--- src/rtl/antisat_key_loader_if.sv ---
// antisat_key_loader_if: provisioning handshake plus key bus between provisioning master and key loader.
// Latency: none, wires only.
// Backpressure: key_ready from the loader qualifies key_valid/key_bit from the master.
interface antisat_key_loader_if #(
  parameter int KEY_W = 40
);
  logic             load_start;
  logic             key_bit;
  logic             key_valid;
  logic             key_ready;
  logic [KEY_W-1:0] key_out;
  logic             key_armed;
  logic             load_err;
  logic             locked_out;
  logic             busy;

  modport master (
    output load_start, key_bit, key_valid,
    input  key_ready, key_out, key_armed, load_err, locked_out, busy
  );

  modport slave (
    input  load_start, key_bit, key_valid,
    output key_ready, key_out, key_armed, load_err, locked_out, busy
  );
endinterface

--- src/rtl/antisat_key_loader.sv ---
// antisat_key_loader: serial LSB-first Anti-SAT key load into a shadow register, committed whole to key_out.
// Latency: key_out/key_armed valid the cycle after the last accepted beat (KEY_W+1 cycles min from load_start).
// Backpressure: key_ready high only while loading; key_valid low stalls. Optional parity beat: ANTISAT_KEY_PARITY_CHECK_EN.
module antisat_key_loader #(
  parameter int KEY_W    = 40,
  parameter int MAX_FAIL = 3
) (
  input logic                 clk,
  input logic                 rst,
  antisat_key_loader_if.slave bus
);

  typedef enum logic [2:0] {
    S_IDLE    = 3'd0,
    S_LOAD    = 3'd1,
`ifdef ANTISAT_KEY_PARITY_CHECK_EN
    S_PAR     = 3'd2,
`endif
    S_ARMED   = 3'd3,
    S_LOCKOUT = 3'd4
  } state_t;

  state_t           r_state;
  logic [KEY_W-1:0] r_shadow;
  logic [5:0]       r_cnt;
  logic             r_par;
  logic [KEY_W-1:0] r_key_out;
  logic             r_key_armed;
`ifdef ANTISAT_KEY_PARITY_CHECK_EN
  logic [3:0]       r_fail_cnt;
  logic             r_load_err;
  logic             r_locked_out;
`endif

  logic             w_ready;
  logic             w_beat;
  logic             w_restart;
  logic             w_last;
  logic [KEY_W-1:0] w_shadow_nxt;

  // Ready/busy decode straight from the registered state
  always_comb begin
    w_ready = (r_state == S_LOAD);
`ifdef ANTISAT_KEY_PARITY_CHECK_EN
    if (r_state == S_PAR) w_ready = 1'b1;
`endif
  end

  assign w_beat       = bus.key_valid & w_ready;
  // load_start wins over any simultaneous beat; only lockout ignores it
  assign w_restart    = bus.load_start && (r_state != S_LOCKOUT);
  assign w_last       = (r_cnt == 6'(KEY_W - 1));
  // shadow is cleared at load start, so OR-ing the new bit in at cnt is a write
  assign w_shadow_nxt = r_shadow | (KEY_W'(bus.key_bit) << r_cnt);

  // Load/commit/lockout state machine with registered key and status outputs
  always_ff @(posedge clk or posedge rst) begin
    if (rst) begin
      r_state      <= S_IDLE;
      r_shadow     <= '0;
      r_cnt        <= '0;
      r_par        <= 1'b0;
      r_key_out    <= '0;
      r_key_armed  <= 1'b0;
`ifdef ANTISAT_KEY_PARITY_CHECK_EN
      r_fail_cnt   <= '0;
      r_load_err   <= 1'b0;
      r_locked_out <= 1'b0;
`endif
    end else begin
`ifdef ANTISAT_KEY_PARITY_CHECK_EN
      r_load_err <= 1'b0;
`endif
      if (w_restart) begin
        // Downstream netlist drops back to the all-zero key for the whole load
        r_state     <= S_LOAD;
        r_cnt       <= '0;
        r_par       <= 1'b0;
        r_shadow    <= '0;
        r_key_out   <= '0;
        r_key_armed <= 1'b0;
      end else begin
        case (r_state)
          S_LOAD: begin
            if (w_beat) begin
              r_shadow <= w_shadow_nxt;
              r_par    <= r_par ^ bus.key_bit;
              r_cnt    <= w_last ? 6'd0 : r_cnt + 6'd1;
              if (w_last) begin
`ifdef ANTISAT_KEY_PARITY_CHECK_EN
                r_state <= S_PAR;
`else
                r_key_out   <= w_shadow_nxt;
                r_key_armed <= 1'b1;
                r_state     <= S_ARMED;
`endif
              end
            end
          end
`ifdef ANTISAT_KEY_PARITY_CHECK_EN
          S_PAR: begin
            if (w_beat) begin
              if ((r_par ^ bus.key_bit) == 1'b0) begin
                r_key_out   <= r_shadow;
                r_key_armed <= 1'b1;
                r_fail_cnt  <= '0;
                r_state     <= S_ARMED;
              end else begin
                // Bad parity: discard the key, count the failure
                r_shadow   <= '0;
                r_fail_cnt <= r_fail_cnt + 4'd1;
                r_load_err <= 1'b1;
                if ((r_fail_cnt + 4'd1) == 4'(MAX_FAIL)) begin
                  r_state      <= S_LOCKOUT;
                  r_locked_out <= 1'b1;
                end else begin
                  r_state <= S_IDLE;
                end
              end
            end
          end
          S_LOCKOUT: begin
            r_load_err   <= 1'b1;
            r_locked_out <= 1'b1;
            r_key_out    <= '0;
          end
`endif
          default: ;
        endcase
      end
    end
  end

  assign bus.key_ready  = w_ready;
  assign bus.busy       = w_ready;
  assign bus.key_out    = r_key_out;
  assign bus.key_armed  = r_key_armed;
`ifdef ANTISAT_KEY_PARITY_CHECK_EN
  assign bus.load_err   = r_load_err;
  assign bus.locked_out = r_locked_out;
`else
  assign bus.load_err   = 1'b0;
  assign bus.locked_out = 1'b0;
`endif

endmodule

--- src/flat_wrapper.sv ---
// flat-port wrapper written by rule: the top's interface ports become plain ports
module antisat_key_loader_flat 
#(
  parameter int KEY_W    = 40,
  parameter int MAX_FAIL = 3
)
  (clk, rst, bus_load_start, bus_key_bit, bus_key_valid, bus_key_ready, bus_key_out, bus_key_armed, bus_load_err, bus_locked_out, bus_busy);
  antisat_key_loader_if #(.KEY_W(KEY_W)) bus_i ();
  input logic clk;
  input logic rst;
  input wire logic [$bits(bus_i.load_start)-1:0] bus_load_start;
  input wire logic [$bits(bus_i.key_bit)-1:0] bus_key_bit;
  input wire logic [$bits(bus_i.key_valid)-1:0] bus_key_valid;
  output wire logic [$bits(bus_i.key_ready)-1:0] bus_key_ready;
  output wire logic [$bits(bus_i.key_out)-1:0] bus_key_out;
  output wire logic [$bits(bus_i.key_armed)-1:0] bus_key_armed;
  output wire logic [$bits(bus_i.load_err)-1:0] bus_load_err;
  output wire logic [$bits(bus_i.locked_out)-1:0] bus_locked_out;
  output wire logic [$bits(bus_i.busy)-1:0] bus_busy;
  assign bus_i.load_start = bus_load_start;
  assign bus_i.key_bit = bus_key_bit;
  assign bus_i.key_valid = bus_key_valid;
  assign bus_key_ready = bus_i.key_ready;
  assign bus_key_out = bus_i.key_out;
  assign bus_key_armed = bus_i.key_armed;
  assign bus_load_err = bus_i.load_err;
  assign bus_locked_out = bus_i.locked_out;
  assign bus_busy = bus_i.busy;
  antisat_key_loader #(.KEY_W(KEY_W), .MAX_FAIL(MAX_FAIL)) u_core (.clk(clk), .rst(rst), .bus(bus_i));
endmodule
--- config.mk ---
export PLATFORM = sky130hd
export DESIGN_NAME = antisat_key_loader_flat
export DESIGN_NICKNAME = d
export VERILOG_FILES = /design/src/rtl/antisat_key_loader_if.sv /design/src/rtl/antisat_key_loader.sv /design/src/flat_wrapper.sv
export SDC_FILE = /design/constraint.sdc
export NUM_CORES = 1
export LEC_CHECK = 0
export CORE_UTILIZATION = 35
export DETAILED_ROUTE_END_ITERATION = 16
export GPL_ROUTABILITY_DRIVEN = 0
export PLACE_DENSITY_LB_ADDON = 0.15
export SETUP_SLACK_MARGIN = 0.3
export SYNTH_ARGS = -nofsm -noshare
export SYNTH_HDL_FRONTEND = slang
export SYNTH_SLANG_ARGS = --single-unit
--- constraint.sdc ---
create_clock -name clk -period 8.3 [get_ports clk]
set_input_delay 1.245 -clock clk [delete_from_list [all_inputs] [get_ports clk]]
set_output_delay 1.245 -clock clk [all_outputs]
set_load 0.01 [all_outputs]
==> run metrics, run 1 <==
DRT iter0 DRCs=184; CP Max Fanout=27; first-pass GRT wire length=16.4 mm; Setup crit end kind=register; worst ir drop on vdd=0.104 mV; CTS tree=done; outcome=completed; Initial Util=36.7%; Worst Path Class, Setup=input port to register; core area=11000 µm²; total CTS buffers=9; fin crit period=3.04 ns; slowest stage delay, CP=0.61 ns; final hold vios=0; TNS Setup=0 ns; Antenna Cells=0; DR vias/cell=5.66; worst reg2reg setup slack=5.67 ns; distinct cell type count after synthesis=44; RSZ-0062 raised after global routing=no; Non-Filler Instances=554; Clock transition at path regs=0.06 ns; final worst-path cycle share=36.7%; startpoint type of the worst setup path=input port; # rows=38; final net count=415; crit-path cells=clkdlybuf4s50_1, nand4b_1, buf_4, o21ai_0, a21oi_1; worst path arrival time=3.21 ns; Lkg Pwr=0.00191 µW; Power Density=192 nW/µm²; GRT overflow=0; buffers added on ports=47; max frequency=329 MHz; post-synth design cell area=4050 µm²; # fillers=1091; Post-Route WL=10.0 mm; CTS sink cnt=88; GRT Total Usage=17.9%; Max-cap violations=0; Util after Layout=43.6%; Die Wd=110 µm; H-tree Lvls=3; Post-Syn Area per Cell=10.3 µm²; worst hold path type=register to register; # IOs=50; Clock Latency Late Sink=0.33 ns; DRC=0; Final Cell Area=4810 µm²; DR WL/cell=18.1 µm; total power=925 µW; Worst Max-Slew Pin Slew=1.11 ns; number of synthesized flops with an enable pin=0; vias in the first global route=3084; largest buffer count on any clock path=2; CP max-delay cell=nand4b_1; Detailed Routing Iterations Pass 1=7; #FFs+latches synth=88; cts-stage hold buffer count=0; # resized after CTS=0; pin count of the biggest net entering global routing=93; via count=3136; Layout Skew=0.00332 ns; synth warn=0; antenna violations before repair=0; Post-CTS Setup Bufs=0; P&R area growth vs syn=18.8%; pins over their slew limit=0; post-route ant nets=0; share of layout cells above drive strength 1=11.4%; commonest register cell after synthesis=dfrtp_1; relative slew slack=26.1%; final setup fails=0; hpwl dp=5.92 mm; fraction of registers with async set/reset=100%; CTS Root Cell=clkbuf_16; die area=12000 µm²; sequential share of the synthesized area=54.4%; worst endpoint required time=8.47 ns; Placed Area=4470 µm²; Syn Inst Count=392; Die Ht=110 µm; Placed Instances=538
-- registers in the layout (all words and copies together), names as in the netlist --
register	flops
u_core.bus.key_out	40
u_core.r_shadow	40
u_core.r_cnt	6
u_core.bus.key_armed	1
u_core.r_state	1
-- metal layers --
| layer | part of all wire (%) | global-route usage [%] | vias up |
|---|---|---|---|
| met5 | 0 | 0 | - |
| met4 | 1.1 | 4.86 | 0 |
| met3 | 3.8 | 2.90 | 10 |
| met2 | 48 | 28.2 | 73 |
| met1 | 47 | 25.4 | 1593 |
| li1 | - | - | 1460 |
-- logic make-up (layout without fill, tap and decap cells) --
kind of cell               after synthesis  after routing  share of synthesized area [%]
buffers and inverters                   58             79                           7.45
xor gates and xnor gates                 1              1                          0.216
AOI/OAI and AO/OA                      116            116                           18.4
other                                    1              2                         0.0926
muxes                                    1              1                          0.247
and+or+nand+nor                        126            126                           18.9
adders and majority gates                1              1                          0.309
DFF                                     88             88                           54.4
-- synthesized netlist by cell type, types with 9 or more instances --
cell,n,area [µm²]
buf_2,15,75.1
dfrtp_1,88,2200
nand3_1,28,140
nor3_2,11,110
buf_4,9,67.6
clkbuf_1,17,63.8
a41oi_1,32,280
inv_1,11,41.3
a21oi_1,38,190
o21ai_0,29,145
nor3_1,10,50.1
nor2_1,38,143
-- where the power goes --
group,internal (µW),leakage (µW),switching (µW)
Combinational,6.46,0.000524,27.6
Sequential,430,0.00122,3.71
Clock,293,0.000162,164
Total,730,0.00191,195
-- layout make-up --
| type | count | area (µm²) | area share, % |
|---|---|---|---|
| Timing Repair Buffer | 52 | 503 | 10.5 |
| Clock inverter | 6 | 108 | 2.24 |
| Multi-Input combinational cell | 247 | 1550 | 32.2 |
| Tap cell | 140 | 175 | 3.64 |
| Inverter | 11 | 42.5 | 0.885 |
| Clock buffer | 10 | 229 | 4.76 |
| Sequential cell | 88 | 2200 | 45.8 |
-- critical path, delay by kind of cell --
family          cells  cell delay, ns
compound gates      2            0.30
buf+inv             2            1.03
simple gates        1            0.61
-- worst paths after layout --
path                               startpoint  cells past startpoint                      to
setup / recovery                bus_key_valid                      5  u_core.bus.key_out[14]
hold / removal             u_core.r_shadow[4]                      2      u_core.r_shadow[4]
setup reg to reg              u_core.r_cnt[0]                      5  u_core.bus.key_out[14]
hold reg to reg            u_core.r_shadow[4]                      2      u_core.r_shadow[4]
max in group asynchronous                 rst                      3     u_core.r_shadow[19]
min in group asynchronous                 rst                      3  u_core.bus.key_out[30]
-- per-stage QoR --
stage                     worst slack (ns)  hold WS [ns]
after floorplan                       4.78         0.466
after global placement                4.98         0.485
after detailed placement              4.92         0.488
after CTS                             5.27         0.506
after global routing                  5.06         0.531
final                                 5.26         0.499
-- layout by cell type, fill, tap and decap left out, types with 8 or more instances in the layout --
master,instances
nor2_1,38
a41oi_1,32
dfrtp_1,88
o21ai_0,29
nor3_1,10
nand2_1,8
clkdlybuf4s50_1,46
inv_1,10
a21oi_1,38
o22ai_1,8
nand3_1,28
clkbuf_16,9
nor3_2,11
No activity file was read; power rests on OpenSTA's default activity.
==> run 2: changes to the inputs <==
==> constraint.sdc (replaced) <==
create_clock -name clk -period 2.6 [get_ports clk]
set_input_delay 0.39 -clock clk [delete_from_list [all_inputs] [get_ports clk]]
set_output_delay 0.39 -clock clk [all_outputs]
set_load 0.01 [all_outputs]
==> run 2 against run 1 <==
Largest power group is now registers. Critical path depth decreased by 3. Non-clock buffer count increased by 10. Register-to-register slack lost 4.9 ns. Final cell count is 1.6% higher. Critical path type is now register to output port. Highest routed layer unchanged.
==> run metrics, run 2 (synthesis gave the netlist of run 1 again) <==
outcome=completed; Die Ht=110 µm (unchanged); worst hold path type=register to register; Power Density=572 nW/µm² (+200%); Psw=638 µW (+230%); Worst Path Class, Setup=register to output port; Clk pwr share=45.8% (-3.6 points); CTS Root Cell=clkbuf_16; DRT iter0 DRCs=170 (-7.6%); Antenna Cells=0 (unchanged); Lkg Pwr=0.00194 µW (+1.5%); RSZ-0062 raised after global routing=no; hpwl dp=6.25 mm (+5.5%); cts-stage hold buffer count=0 (unchanged); Layout Skew=0.00837 ns (+0.00505 ns); GRT Total Usage=19.0% (+1.1 points); final hold vios=0 (unchanged); Initial Util=36.7% (unchanged); die area=12000 µm² (unchanged); Final Cell Area=4850 µm² (+0.83%); # IOs=50 (unchanged); # fillers=1084 (-0.64%); CTS tree=done; DRC=0 (unchanged); startpoint type of the worst setup path=register; final setup fails=0 (unchanged); via count=3151 (+0.48%); DR vias/cell=5.60 (-1.1%); worst ir drop on vdd=0.273 mV (+160%); pins over their slew limit=0 (unchanged); sequential share of power=49.6% (+2.7 points); worst path arrival time=1.61 ns (-1.60 ns); commonest cells after routing, fill and taps aside=dfrtp_1, clkdlybuf4s50_1, a21oi_1, nor2_1, a41oi_1; CTS sink cnt=88 (unchanged); Detailed Routing Iterations Pass 1=7 (unchanged); # rows=38 (unchanged); Worst Max-Slew Pin Slew=0.893 ns (-0.215 ns); vias in the first global route=3152 (+2.2%); sw frac=23.0% (+1.9 points); max frequency=501 MHz; buffers added on ports=47 (unchanged); Clock transition at path regs=0.06 ns (about the same); antenna violations before repair=0 (unchanged); Post-CTS Setup Bufs=0 (unchanged); total power=2780 µW (+200%); Post-Route WL=10.2 mm (+1.9%); DR WL/cell=18.1 µm (+0.27%); Die Wd=110 µm (unchanged); relative slew slack=40.2% (+14 points); cells on worst reg2reg path=4 (-1); worst reg2reg setup slack=0.78 ns (-4.89 ns); Clock Latency Late Sink=0.35 ns (+0.02 ns); most common cell after layout, fill and taps aside=dfrtp_1; H-tree Lvls=3 (unchanged); TNS Setup=0 ns (unchanged); final hold slack=0.498 ns (-0.000268 ns); post-route ant nets=0 (unchanged); Hold Crit Depth=2 (unchanged); first-pass GRT wire length=17.1 mm (+3.9%); Comb power frac=4.6% (+0.9 points); fin crit period=2.00 ns; GRT overflow=0 (unchanged); Placed Area=4560 µm² (+2.0%); share of layout cells above drive strength 1=13.5% (+2.1 points); pin count of the biggest net entering global routing=89 (-4.3%); # resized after CTS=0 (unchanged); largest buffer count on any clock path=2 (unchanged); core area=11000 µm² (unchanged); CP Max Fanout=8 (-70%); final worst-path cycle share=76.7%; P&R area growth vs syn=19.7%; final net count=425 (+2.4%); Cell Int Power=2140 µW (+190%); Max-cap violations=0 (unchanged); total CTS buffers=9 (unchanged); worst endpoint required time=2.21 ns (-6.26 ns); Setup crit end kind=output port
[run 2: cell count changes in the layout (fill, tap and decap cells not counted), sizes merged]
cell	before	now
clkinvlp	1	2
bufinv	3	1
buf	6	16
clkinv	3	4
clkbuf	10	9
[run 2: path summary, 6_finish.rpt]
path                                    start                      to
max                         u_core.r_state[0]           bus_key_ready
min                        u_core.r_shadow[5]      u_core.r_shadow[5]
max reg2reg                   u_core.r_cnt[3]  u_core.bus.key_out[31]
min reg2reg                u_core.r_shadow[5]      u_core.r_shadow[5]
max in group asynchronous                 rst   u_core.bus.key_out[0]
min in group asynchronous                 rst  u_core.bus.key_out[27]
[run 2: critical path: stages, from the launching register on]
cell	delay, ns
dfrtp_1	0.49
nor2b_1	0.21
clkdlybuf4s50_1	0.56
[run 2: area by class of cell]
class                      instances  area, µm²  share of cell area, %
sequential                        88       2200                   45.4
tap                              140        175                   3.61
clock buffer                       9        225                   4.65
inverter                          11       45.0                  0.929
clock inverter                     6       61.3                   1.26
timing repair buffer              62        591                   12.2
multi-input combinational        247       1550                   31.9
[run 2: metal layers]
layer	share of wire (%)	GRT usage, %	wire [µm]
met2	47	28.9	4820
met4	1.7	7.05	170
met5	0	0	0
met3	4.0	3.56	411
met1	47	26.8	4810
[run 2: through the flow]
step,instances,util (%),setup slack [ns]
after floorplan,393,-,1.10
after global placement,548,41.4,0.740
after detailed placement,548,41.4,0.695
after CTS,563,44.0,0.601
after global routing,563,44.0,0.517
final,563,44.0,0.605
[run 2: power by group through the flow]
stage / combinational (µW) / clock, µW / sequential (µW)
global placement: 129 / 0 / 1400
finish: 128 / 1270 / 1380
CTS: 130 / 1300 / 1380
detailed placement: 129 / 0 / 1400
global route: 144 / 1350 / 1380
floorplan: 87.5 / 0 / 1400
